`src/rtl/vram_pkg.sv`:
```
// Shared constants and FSM encoding for the VRAM arbiter slice.
package vram_pkg;

  localparam int VRAM_DEPTH_W    = 12;
  localparam int VRAM_DATA_W     = 19;
  localparam int VRAM_STARVE_MAX = 15;

  typedef enum logic {
    IDLE   = 1'b0,
    ISSUED = 1'b1
  } arb_state_e;

endpackage

```
`src/rtl/vram_starve_cnt.sv`:
```
// Saturating counter of consecutive cycles a pending CPU request lost to VGA.
module vram_starve_cnt #(
  parameter int MAX = 15
) (
  input  logic clk,
  input  logic rst,
  input  logic inc,
  input  logic clr,
  output logic at_max
);

  localparam int CW = $clog2(MAX + 1);

  logic [CW-1:0] count;

  // NOTE: clocked state uses non-blocking assignments so every flop samples pre-edge values.
  always_ff @(posedge clk) begin
    if (rst || clr) begin
      count <= '0;
    end else if (inc && (count != CW'(MAX))) begin
      count <= count + 1'b1;
    end
  end

  assign at_max = (count == CW'(MAX));

endmodule

```
`src/rtl/vram_arbiter.sv`:
```
// Single-port VRAM arbiter: VGA reads have fixed priority, the CPU gets a
// req/ack handshake and a guaranteed slot after STARVE_MAX denied cycles.
module vram_arbiter
  import vram_pkg::*;
#(
  parameter int DEPTH_W    = VRAM_DEPTH_W,
  parameter int DATA_W     = VRAM_DATA_W,
  parameter int STARVE_MAX = VRAM_STARVE_MAX
) (
  input  logic              clk,
  input  logic              rst,
  input  logic              vga_req,
  input  logic [DEPTH_W-1:0] vga_addr,
  output logic [DATA_W-1:0] vga_data,
  output logic              vga_valid,
  output logic              vga_miss,
  input  logic              cpu_req,
  input  logic              cpu_we,
  input  logic [31:0]       cpu_addr,
  input  logic [31:0]       cpu_wdata,
  output logic [31:0]       cpu_rdata,
  output logic              cpu_ack,
  output logic              ram_we,
  output logic [31:0]       ram_addr,
  output logic [31:0]       ram_din,
  input  logic [31:0]       ram_dout
);

  arb_state_e        state;
  logic              issued_we;
  logic              vga_valid_q;
  logic              vga_miss_q;
  logic [DATA_W-1:0] vga_hold;
  logic [DATA_W-1:0] cpu_rdata_q;

  logic cpu_grant;
  logic vga_grant;
  logic starve_inc;
  logic starve_clr;
  logic at_max;

  // Address and data bits the arbiter deliberately ignores.
  logic unused_bits;
  assign unused_bits = ^{ram_dout[31:DATA_W], cpu_addr[31:DEPTH_W+2], cpu_addr[1:0]};

  always_comb begin
    cpu_grant  = !rst && (state == IDLE) && cpu_req && (!vga_req || at_max);
    vga_grant  = !rst && vga_req && !cpu_grant;
    starve_inc = (state == IDLE) && cpu_req && vga_req && !cpu_grant;
    starve_clr = cpu_grant || !cpu_req;
  end

  vram_starve_cnt #(
    .MAX (STARVE_MAX)
  ) u_starve_cnt (
    .clk    (clk),
    .rst    (rst),
    .inc    (starve_inc),
    .clr    (starve_clr),
    .at_max (at_max)
  );

  // NOTE: every combinational output gets a default first, so no path can infer a latch.
  always_comb begin
    ram_we   = 1'b0;
    ram_addr = '0;
    ram_din  = '0;
    if (!rst) begin
      if (cpu_grant) begin
        ram_we   = cpu_we;
        ram_addr = {{(30-DEPTH_W){1'b0}}, cpu_addr[DEPTH_W+1:2], 2'b00};
        ram_din  = cpu_wdata;
      end else begin
        ram_addr = {{(30-DEPTH_W){1'b0}}, vga_addr, 2'b00};
      end
    end
  end

  always_ff @(posedge clk) begin
    if (rst) begin
      state       <= IDLE;
      issued_we   <= 1'b0;
      vga_valid_q <= 1'b0;
      vga_miss_q  <= 1'b0;
      vga_hold    <= '0;
      cpu_rdata_q <= '0;
    end else begin
      vga_valid_q <= vga_grant;
      vga_miss_q  <= vga_req && cpu_grant;
      if (vga_valid_q) begin
        vga_hold <= ram_dout[DATA_W-1:0];
      end
      case (state)
        IDLE: begin
          if (cpu_grant) begin
            state     <= ISSUED;
            issued_we <= cpu_we;
          end
        end
        ISSUED: begin
          state <= IDLE;
          if (!issued_we) begin
            cpu_rdata_q <= ram_dout[DATA_W-1:0];
          end
        end
      endcase
    end
  end

  // Outputs are forced low while rst is high so an in-flight read never surfaces.
  assign vga_valid = vga_valid_q && !rst;
  assign vga_miss  = vga_miss_q && !rst;
  assign vga_data  = rst ? '0 : (vga_valid_q ? ram_dout[DATA_W-1:0] : vga_hold);
  assign cpu_ack   = (state == ISSUED) && !rst;
  assign cpu_rdata = rst ? '0 : {{(32-DATA_W){1'b0}}, cpu_rdata_q};

endmodule

```
`config.mk`:
```
export PLATFORM = sky130hd
export DESIGN_NAME = vram_arbiter
export DESIGN_NICKNAME = d
export VERILOG_FILES = /design/src/rtl/vram_pkg.sv /design/src/rtl/vram_starve_cnt.sv /design/src/rtl/vram_arbiter.sv
export SDC_FILE = /design/constraint.sdc
export NUM_CORES = 1
export LEC_CHECK = 0
export CAP_MARGIN = 20
export CORE_AREA = 2 2 90 92
export CTS_BUF_LIST = sky130_fd_sc_hd__clkbuf_4 sky130_fd_sc_hd__clkbuf_8
export CTS_CLUSTER_DIAMETER = 60
export DETAILED_ROUTE_END_ITERATION = 6
export DIE_AREA = 0 0 92 94
export DONT_BUFFER_PORTS = 1
export PLACE_DENSITY_LB_ADDON = 0.12
export SLEW_MARGIN = 20
export SYNTH_ARGS = -nofsm -noshare
export SYNTH_HDL_FRONTEND = slang
export SYNTH_HIERARCHICAL = 1
export SYNTH_SLANG_ARGS = --single-unit
export TNS_END_PERCENT = 100
```
`constraint.sdc`:
```
create_clock -name clk -period 3.6 [get_ports clk]
set_clock_uncertainty 0.2 [all_clocks]
set_input_delay 0.72 -clock clk [delete_from_list [all_inputs] [get_ports clk]]
set_output_delay 0.72 -clock clk [all_outputs]
set_load 0.02 [all_outputs]
```
==> impl_metrics.tcl <==
set metrics [dict create \
    status "finished, final reports clean" \
    worstPathRequired_ns 2.68 \
    hold_buffers 0 \
    final_cell_mix "dfxtp_1 (46), nand2_1 (41), and2_1 (33), conb_1 (33), a21oi_1 (32)" \
    cts_sinks 46 \
    crit_path_start_kind "flop" \
    critPathArrivalTime_ns 2.25 \
    ir_drop_v 0.0001766 \
    synth-seq-cells 46 \
    clock_latency_ns 0.29 \
    nNetsFinal 424 \
    antenna_found_initial 3 \
    setup_viol 0 \
    die_area_um2 8648 \
    stdcell_count 415 \
    yosysWarnings 6 \
    synth.mux.area_fraction 0.07375 \
    combPwrFrac 0.166 \
    drv_cap 0 \
    dp_hpwl_um 5119 \
    synthXorXnorAreaFrac 0 \
    hold_class "flop to flop" \
    yosysUniqueCellTypes 33 \
    synthTopCellsByArea "dfxtp_1 (36%), buf_4 (9.6%), and2_1 (8.0%), mux2i_1 (7.4%), a21oi_1 (6.2%)" \
    synthCells 320 \
    cts_max_level 2 \
    synthAdderAreaFrac 0.004852 \
    overflow 0 \
    fin_setup_tns_ns 0 \
    fin_crit_ns 3.172 \
    switchingPower_uw 310.6 \
    avgSynthCellArea_um2 8.059 \
    power_leakage_uw 0.0009814 \
    holdPathStages 2 \
    viasPerCell 4.667 \
    wirelength_um 6868 \
    clockBufferDepth 2 \
    switching_share 0.3034 \
    p_int_uw 713.3 \
    route.vias.total 1937 \
    max_freq_mhz 315.3 \
    utilization 0.3426 \
    cts_setup_buffers 0 \
    regArea_um2 920.9 \
    finalWeightedCongestion 0.7932 \
    multi_input_area_um2 1425 \
    cpPeakStageDelay_ns 0.48 \
    power.density_nw_per_um2 392.9 \
    start_util 0.3390 \
    synth-compound-area-share 0.1092 \
    synth_top_family_by_area "simple AND/OR/NAND/NOR gates" \
    core_region_area_um2 7607 \
    cp-end-kind "primary output" \
    stdcell_area_um2 2606 \
    path_class "flop to primary output" \
    timing_hold_violations_final 0 \
    die_h_um 94 \
    synth_edf_count 0 \
    r2r_cells 10 \
    synth_flop_cell "dfxtp_1" \
    ios 232 \
    rsz0062_at_grt "no" \
    synthArstFlopShare 0 \
    grt_pass1_vias 1688 \
    cts_root_buffer "clkbuf_8" \
    grt_max_degree 78 \
    grt_pass1_wl_um 9825 \
    nFillCells 841 \
    drt-wirelength-per-cell_um 16.55 \
    slew_headroom 0.4972 \
    ctsResizeCount 0 \
    grt_util_all_layers 0.1464 \
    cts_buffers 5 \
    yosysTopAreaCell "dfxtp_1" \
    clkTransAtPathRegs_ns 0.09 \
    drv_slew 0 \
    post_dp_cell_area_um2 2495 \
    path_max_fanout 28 \
    drcViolationCount 0 \
    p_total_uw 1024 \
    layout_commonest_cell "dfxtp_1" \
    synth_seq_area_share 0.3571 \
    postRouteAntennaNets 0 \
    seqPwrFrac 0.524 \
    syn_area_um2 2579 \
    drive_above_1_share 0.06752 \
    worst_pin_slew_ns 0.7542 \
    synth.top_cell.area_share 0.3571 \
    clockPowerShare 0.310 \
    std_cell_rows 32 \
    placed_cells 404 \
    die_w_um 92 \
    drtIter0Drc 53 \
    syn2layout_area_growth_pct 1.067 \
    cp_cell_sequence "ha_1 -> nand3_2 -> inv_2 -> and2b_4 -> nor3_4 -> and2_1" \
    firstDrtPassIters 4 \
    cts_tree "built" \
    io_buffers 0 \
    synth-simple-area-share 0.3105 \
    fin_crit_sh 0.8810 \
    cpMaxStageDelayCell "nor3_4" \
]
==> synthesized netlist by cell type, types with 2 or more instances <==
| cell | number |
|---|---|
| nand2b_1 | 4 |
| clkbuf_1 | 8 |
| o21ai_0 | 12 |
| nor2b_1 | 23 |
| buf_2 | 10 |
| nor2_1 | 24 |
| mux2i_1 | 19 |
| buf_6 | 3 |
| nand2_1 | 41 |
| buf_4 | 33 |
| nand3b_1 | 12 |
| dfxtp_1 | 46 |
| a21oi_1 | 32 |
| nand4b_1 | 2 |
| and2_1 | 33 |
==> cells by family after synthesis <==
logic type	count (synthesis)
flip-flops	46
adder cells (fa/ha/maj)	1
AO/OA/AOI/OAI	50
AND/OR/NAND/NOR	147
buffers and inverters	56
multiplexers	19
other	1
==> worst paths after layout <==
kind	start	end	slack (ns)
max	u_starve_cnt/count[1]$_SDFFE_PP0P_	ram_din[6]	0.43
min	cpu_rdata_q[2]$_SDFFE_PP0P_	cpu_rdata_q[2]$_SDFFE_PP0P_	0.25
max reg2reg	u_starve_cnt/count[0]$_SDFFE_PP0P_	u_starve_cnt/count[3]$_SDFFE_PP0P_	0.95
min reg2reg	cpu_rdata_q[2]$_SDFFE_PP0P_	cpu_rdata_q[2]$_SDFFE_PP0P_	0.25
==> layout make-up <==
cell class | instances | share of cell area
multi-input cells | 251 | 0.5468
flip-flops and latches | 46 | 0.3533
well taps | 102 | 0.04897
clock buffers | 6 | 0.02928
repair buffers | 4 | 0.01152
clock inverters | 2 | 0.005281
inverters | 2 | 0.002880
diodes | 2 | 0.001920
==> state kept, by name (all words and copies together), names as in the netlist <==
signal	cells
cpu_rdata_q	19
vga_miss_q	1
u_starve_cnt/count	4
state	1
vga_valid_q	1
vga_hold	19
issued_we	1
==> metrics by stage <==
| step | setup slack, ns | hold WS (ns) |
|---|---|---|
| global route | 0.1997 | 0.2674 |
| CTS | 0.2014 | 0.2484 |
| floorplan | 1.049 | 0.2318 |
| detailed placement | 0.5435 | 0.2360 |
| finish | 0.4283 | 0.2477 |
| global placement | 0.6070 | 0.2318 |
==> critical path, delay by kind of cell (launching register included) <==
family	cells	cell delay, ns
adder cells (fa/ha/maj)	1	0.22
buffers and inverters	1	0.11
flip-flops	1	0.39
AND/OR/NAND/NOR	4	1.23
==> metal layers <==
metal	share of wire	global-route usage	wire, um	vias up
met3	0.11	0.07143	738	6
li1	-	-	-	955
met1	0.45	0.2048	3120	874
met5	0.0017	0	12	-
met2	0.43	0.2022	2958	100
met4	0.0055	0.03109	38	2
==> power by group through the flow <==
stage                     logic [uW]  clock network [uW]  registers (uW)
after floorplan                  193                   0             544
after global placement           168                   0             548
after detailed placement         169                   0             549
after CTS                        169                 338             537
after global routing             185                 359             539
final                            170                 318             536
Note: power is estimated with default switching activity, not from simulation.
